### src/rtl/button_conditioner_pkg.sv
// Shared sizes and defaults for the elevator push-button front end.
package button_conditioner_pkg;

   localparam int HALL_BUTTONS             = 12;
   localparam int CAR_BUTTONS              = 9;
   localparam int NUM_CARS                 = 3;
   localparam int DEFAULT_DEBOUNCE_TICK    = 4;
   localparam int DEFAULT_DEBOUNCE_SAMPLES = 3;

   // A tick of 1 still needs a 1-bit counter that simply sits at zero.
   function automatic int counter_width(input int tick);
      return (tick > 1) ? $clog2(tick) : 1;
   endfunction

endpackage

### src/rtl/button_conditioner_if.sv
// Raw button levels in, one-clk press pulses out, for hall and all three cars.
interface button_conditioner_if;
   import button_conditioner_pkg::*;

   logic [HALL_BUTTONS-1:0] rawFloorButton;
   logic [CAR_BUTTONS:1]    rawInternalButton1;
   logic [CAR_BUTTONS:1]    rawInternalButton2;
   logic [CAR_BUTTONS:1]    rawInternalButton3;
   logic [HALL_BUTTONS-1:0] newRealFloorButton;
   logic [CAR_BUTTONS:1]    newInternalButton1;
   logic [CAR_BUTTONS:1]    newInternalButton2;
   logic [CAR_BUTTONS:1]    newInternalButton3;

   modport master (
      output rawFloorButton, rawInternalButton1, rawInternalButton2, rawInternalButton3,
      input  newRealFloorButton, newInternalButton1, newInternalButton2, newInternalButton3
   );

   modport slave (
      input  rawFloorButton, rawInternalButton1, rawInternalButton2, rawInternalButton3,
      output newRealFloorButton, newInternalButton1, newInternalButton2, newInternalButton3
   );

endinterface

### src/rtl/debounce_cell.sv
// One button: 2-flop synchroniser, sampled history, debounced level and a rising-edge pulse.
module debounce_cell #(
   parameter int DEBOUNCE_SAMPLES = 3
) (
   input  logic clk,
   input  logic reset,
   input  logic sampleStrobe,
   input  logic raw,
   output logic pressPulse
);

   logic                        sync_meta_q, sync_meta_d;
   logic                        sync_q, sync_d;
   logic [DEBOUNCE_SAMPLES-1:0] hist_q, hist_d;
   logic                        stable_q, stable_d;
   logic                        pulse_q, pulse_d;

   // Stable level only moves on a unanimous history; a mixed window holds it.
   always_comb begin
      sync_meta_d = raw;
      sync_d      = sync_meta_q;
      hist_d      = hist_q;
      stable_d    = stable_q;
      if (sampleStrobe) begin
         hist_d = {hist_q[DEBOUNCE_SAMPLES-2:0], sync_q};
         if (&hist_d) begin
            stable_d = 1'b1;
         end else if (!(|hist_d)) begin
            stable_d = 1'b0;
         end
      end
      pulse_d = stable_d & ~stable_q;
   end

   always_ff @(posedge clk or negedge reset) begin
      if (!reset) begin
         sync_meta_q <= 1'b0;
         sync_q      <= 1'b0;
         hist_q      <= '0;
         stable_q    <= 1'b0;
         pulse_q     <= 1'b0;
      end else begin
         sync_meta_q <= sync_meta_d;
         sync_q      <= sync_d;
         hist_q      <= hist_d;
         stable_q    <= stable_d;
         pulse_q     <= pulse_d;
      end
   end

   assign pressPulse = pulse_q;

endmodule

### src/rtl/button_conditioner.sv
// Debounces 12 hall and 3x9 car buttons into one-clk press pulses; one shared sample prescaler.
module button_conditioner
   import button_conditioner_pkg::*;
#(
   parameter int DEBOUNCE_TICK    = DEFAULT_DEBOUNCE_TICK,
   parameter int DEBOUNCE_SAMPLES = DEFAULT_DEBOUNCE_SAMPLES
) (
   input  logic                 clk,
   input  logic                 reset,
   button_conditioner_if.slave  btn
);

   localparam int               CNT_W      = counter_width(DEBOUNCE_TICK);
   localparam logic [CNT_W-1:0] LAST_COUNT = CNT_W'(DEBOUNCE_TICK - 1);

   logic [CNT_W-1:0] count_q, count_d;
   logic             sample_strobe;

   always_comb begin
      sample_strobe = (count_q == LAST_COUNT);
      count_d       = sample_strobe ? '0 : count_q + CNT_W'(1);
   end

   always_ff @(posedge clk or negedge reset) begin
      if (!reset) begin
         count_q <= '0;
      end else begin
         count_q <= count_d;
      end
   end

   for (genvar i = 0; i < HALL_BUTTONS; i++) begin : g_hall
      debounce_cell #(.DEBOUNCE_SAMPLES(DEBOUNCE_SAMPLES)) u_cell (
         .clk          (clk),
         .reset        (reset),
         .sampleStrobe (sample_strobe),
         .raw          (btn.rawFloorButton[i]),
         .pressPulse   (btn.newRealFloorButton[i])
      );
   end

   // Car vectors keep their 1-based indexing straight through.
   for (genvar j = 1; j <= CAR_BUTTONS; j++) begin : g_car
      debounce_cell #(.DEBOUNCE_SAMPLES(DEBOUNCE_SAMPLES)) u_car1 (
         .clk          (clk),
         .reset        (reset),
         .sampleStrobe (sample_strobe),
         .raw          (btn.rawInternalButton1[j]),
         .pressPulse   (btn.newInternalButton1[j])
      );
      debounce_cell #(.DEBOUNCE_SAMPLES(DEBOUNCE_SAMPLES)) u_car2 (
         .clk          (clk),
         .reset        (reset),
         .sampleStrobe (sample_strobe),
         .raw          (btn.rawInternalButton2[j]),
         .pressPulse   (btn.newInternalButton2[j])
      );
      debounce_cell #(.DEBOUNCE_SAMPLES(DEBOUNCE_SAMPLES)) u_car3 (
         .clk          (clk),
         .reset        (reset),
         .sampleStrobe (sample_strobe),
         .raw          (btn.rawInternalButton3[j]),
         .pressPulse   (btn.newInternalButton3[j])
      );
   end

endmodule

### src/flat_wrapper.sv
// flat-port wrapper written by rule: the top's interface ports become plain ports
module button_conditioner_flat import button_conditioner_pkg::*;
#(
   parameter int DEBOUNCE_TICK    = DEFAULT_DEBOUNCE_TICK,
   parameter int DEBOUNCE_SAMPLES = DEFAULT_DEBOUNCE_SAMPLES
)
  (clk, reset, btn_rawFloorButton, btn_rawInternalButton1, btn_rawInternalButton2, btn_rawInternalButton3, btn_newRealFloorButton, btn_newInternalButton1, btn_newInternalButton2, btn_newInternalButton3);
  button_conditioner_if btn_i ();
  input  logic clk;
  input  logic reset;
  input wire logic [$bits(btn_i.rawFloorButton)-1:0] btn_rawFloorButton;
  input wire logic [$bits(btn_i.rawInternalButton1)-1:0] btn_rawInternalButton1;
  input wire logic [$bits(btn_i.rawInternalButton2)-1:0] btn_rawInternalButton2;
  input wire logic [$bits(btn_i.rawInternalButton3)-1:0] btn_rawInternalButton3;
  output wire logic [$bits(btn_i.newRealFloorButton)-1:0] btn_newRealFloorButton;
  output wire logic [$bits(btn_i.newInternalButton1)-1:0] btn_newInternalButton1;
  output wire logic [$bits(btn_i.newInternalButton2)-1:0] btn_newInternalButton2;
  output wire logic [$bits(btn_i.newInternalButton3)-1:0] btn_newInternalButton3;
  assign btn_i.rawFloorButton = btn_rawFloorButton;
  assign btn_i.rawInternalButton1 = btn_rawInternalButton1;
  assign btn_i.rawInternalButton2 = btn_rawInternalButton2;
  assign btn_i.rawInternalButton3 = btn_rawInternalButton3;
  assign btn_newRealFloorButton = btn_i.newRealFloorButton;
  assign btn_newInternalButton1 = btn_i.newInternalButton1;
  assign btn_newInternalButton2 = btn_i.newInternalButton2;
  assign btn_newInternalButton3 = btn_i.newInternalButton3;
  button_conditioner #(.DEBOUNCE_TICK(DEBOUNCE_TICK), .DEBOUNCE_SAMPLES(DEBOUNCE_SAMPLES)) u_core (.clk(clk), .reset(reset), .btn(btn_i));
endmodule
### config.mk
export PLATFORM = sky130hd
export DESIGN_NAME = button_conditioner_flat
export DESIGN_NICKNAME = d
export VERILOG_FILES = /design/src/rtl/button_conditioner_pkg.sv /design/src/rtl/button_conditioner_if.sv /design/src/rtl/debounce_cell.sv /design/src/rtl/button_conditioner.sv /design/src/flat_wrapper.sv
export SDC_FILE = /design/constraint.sdc
export NUM_CORES = 1
export LEC_CHECK = 0
export BUFFER_PORTS_ARGS = -buffer_cell sky130_fd_sc_hd__buf_4
export CORE_MARGIN = 4
export CORE_UTILIZATION = 50
export DETAILED_ROUTE_END_ITERATION = 10
export PLACE_DENSITY_LB_ADDON = 0.25
export SETUP_SLACK_MARGIN = 0.02
export SYNTH_ARGS = -nofsm -noshare
export SYNTH_HDL_FRONTEND = slang
export SYNTH_SLANG_ARGS = --single-unit
### constraint.sdc
create_clock -name clk -period 1.24 [get_ports clk]
set_input_delay 0.124 -clock clk [delete_from_list [all_inputs] [get_ports clk]]
set_output_delay 0.124 -clock clk [all_outputs]
set_load 0.01 [all_outputs]
==> out/results.tsv <==
metric	value	unit
hold_viol	0	
synth_top_cells_by_area	dfrtp_1 (66%), mux2_4 (10%), buf_4 (3.9%)	
grt_busiest_layer	met2	
std_cell_rows	48	
synth-edff-count	0	
drt_iter0_markers	286	
drt-total-wl	18800	um
area.sequential	5910	um^2
path_buf_inv	3	
hold_class	primary input to asynchronous set/reset pin	
ys.flop_type	dfrtp_1	
clkTransAtPathRegs	0.06	ns
synth_common_cells	dfrtp_1 (236), mux2_4 (61), buf_4 (46), nor2_1 (41)	
use_met3	0.0313	
cts.sinks	236	
grt_pass1_vias	5850	
syn_inst	611	
avgSynthCellArea	14.7	um^2
drc	0	
finClkSkew	0.0121	ns
gp_congestion	0.723	
period_share	1.16	
antenna_left	0	
setup_viol	156	
ioPinCount	80	
arrival	1.83	ns
worst_slew_pin_slew	0.404	ns
io_buffers	79	
met2_usage	0.313	
fp.dieH	142	um
drive_above_1_share	0.479	
grt_usage	0.183	
p_leak	5.17	nW
critical-path-max-stage-delay	0.41	ns
synth_cell_types	15	
dp_hpwl	9070	um
min_period	1.44	ns
diodes	0	
end_kind	flop	
power_density	1320	nW/um^2
clock_latency	0.51	ns
synthArstFlopShare	1.00	
crit_slowest_cell	dfrtp_1	
yosysSeqAreaShare	0.658	
startpoint_type	flop	
nNetsFinal	776	
grt_pass1_wl	30100	um
design_area	12500	um^2
crit_chain	ha_4 > buf_12 > buf_8 > buf_16 > mux2_4	
core	17400	um^2
max_slew_margin	0.731	
fillers	1033	
maxCapViolCount	0	
dieArea	20100	um^2
whs	0.114	ns
yosysMostFrequentCell	dfrtp_1	
use_met1	0.246	
cp.required	1.63	ns
antenna_found_initial	0	
vias	5431	
synth.net_count	653	
multi_input_area	3730	um^2
ctsLongestPathBuffers	3	
vias_per_cell	5.55	
yosys.area.top_type_share	0.658	
clockRootBuffer	clkbuf_16	
h-tree-depth	1	
fin_cells	978	
p_total	0.0166	W
crit_family	buffers and inverters	
outcome	finished, violations left	
synth_area_leader_cell	dfrtp_1	
setup_slack	-0.200	ns
ys_ff_latch	236	
max_freq	695	MHz
yosys_warnings	0	
die_x	142	um
initial_core_util	0.515	
synth_area	8970	um^2
drv_slew	0	
rsz0062_at_grt	yes	
cp_max_fo	8	
ir_drop	0.00133	V
violations	setup timing	
worstSetupPathType	flop to flop	
grt_overflow	0	
cts_made_buffers	25	
firstDrtPassIters	5	
finalSetupTns	-18.18	ns
detailed_place.area	9600	um^2
tritoncts	yes	
wire_per_inst	19.2	um
post-place-cells	866	
area_delta_synth_final	39.6	%
grt_max_degree	46	
[sequential cells by signal, indices dropped and copies added (netlist names)]
name,count
u_core.g_car.u_car3.stable_q,9
u_core.g_car.u_car2.sync_d,9
u_core.g_hall.u_cell.sync_d,12
u_core.g_car.u_car3.hist_q,18
u_core.g_car.u_car1.stable_q,9
u_core.g_car.u_car2.pressPulse,9
u_core.g_car.u_car2.hist_q,18
u_core.g_car.u_car2.sync_q,9
u_core.count_q,2
u_core.g_hall.u_cell.sync_q,12
u_core.g_car.u_car3.pressPulse,9
u_core.g_hall.u_cell.stable_q,12
u_core.g_car.u_car1.sync_d,9
u_core.g_hall.u_cell.hist_q,24
u_core.g_car.u_car1.hist_q,18
u_core.g_hall.u_cell.pressPulse,12
u_core.g_car.u_car3.sync_q,9
u_core.g_car.u_car1.pressPulse,9
u_core.g_car.u_car2.stable_q,9
u_core.g_car.u_car1.sync_q,9
u_core.g_car.u_car3.sync_d,9
[stage by stage]
step           worst slack, ns  utilization
6_report                -0.200        0.719
2_1_floorplan           -0.102            -
4_1_cts                 -0.210        0.696
5_1_grt                 -0.233        0.719
3_5_place_dp            -0.231        0.551
3_3_place_gp            -0.135        0.551
[repair_timing]
| item | CTS | global route |
|---|---|---|
| resized for setup | 136 | 50 |
| endpoints found under the setup margin | 154 | 157 |
| pin swaps | 25 | 15 |
| gates cloned | 11 | 5 |
| endpoints found under the hold margin | 275 | 0 |
| setup buffers | 12 | 2 |
| hold buffers | 40 | 0 |
[layout by cell type, fill, tap and decap left out]
cell type        n
a31oi_1         21
a31oi_2          3
a31oi_4         15
buf_12           9
buf_16          14
buf_4           84
buf_6            3
buf_8            3
bufinv_16        3
clkbuf_1         4
clkbuf_16       29
clkbuf_8         2
clkinv_2         7
clkinv_4         1
clkinvlp_4       3
dfrtp_1        236
dlygate4sd3_1   40
ha_4             1
inv_6            1
mux2_2           8
mux2_4          70
nand3_1         19
nand3_2         15
nand3_4          4
nand4_1          1
nor2_1          40
nor2_4           1
nor3_1          29
nor3_2          10
nor3b_1          2
nor3b_2         35
nor3b_4          1
nor4b_2          6
nor4b_4         33
[area by class of cell]
class / count / area share
clock buffer: 31 / 0.0533
clock inverter: 15 / 0.0132
multi-input combinational: 314 / 0.298
sequential: 236 / 0.472
tap: 225 / 0.0225
timing repair buffer: 157 / 0.142
[kinds of logic (layout without fill, tap and decap cells)]
logic type	count (synthesis)	after routing	share of synthesized area
DFF	236	236	0.658
and+or+nand+nor	196	196	0.136
muxes	78	78	0.123
buffers and inverters	61	203	0.0532
AOI/OAI and AO/OA	39	39	0.0272
adders and majority gates	1	1	0.00139
[power breakdown]
group	leakage, nW	switching, W	internal [W]
Sequential	2.92	0.000449	0.00800
Combinational	1.85	0.000280	0.000451
Clock	0.406	0.00294	0.00447
Total	5.17	0.00367	0.0129
[final timing paths]
kind                                                     from                                 end  slack, ns  cells after the start
worst max-delay path                        u_core.count_q[0]   u_core.g_hall[8].u_cell.hist_q[1]      -0.20                      5
worst max register to register              u_core.count_q[0]   u_core.g_hall[8].u_cell.hist_q[1]      -0.20                      5
worst min register to register  u_core.g_car[7].u_car1.sync_d       u_core.g_car[7].u_car1.sync_q       0.34                      0
max in group asynchronous                               reset  u_core.g_hall[6].u_cell.pressPulse       0.57                      3
worst min-delay path                                    reset   u_core.g_car[7].u_car3.pressPulse       0.11                      2
min in group clk                    btn_rawInternalButton1[4]       u_core.g_car[5].u_car1.sync_d       0.26                      2
[per-layer routing]
layer  wire [um]  share of wire
met1        8020           0.43
met2        9700           0.52
met3         669          0.036
met4         429          0.023
met5           0              0
No activity file was read; power rests on OpenSTA's default activity.
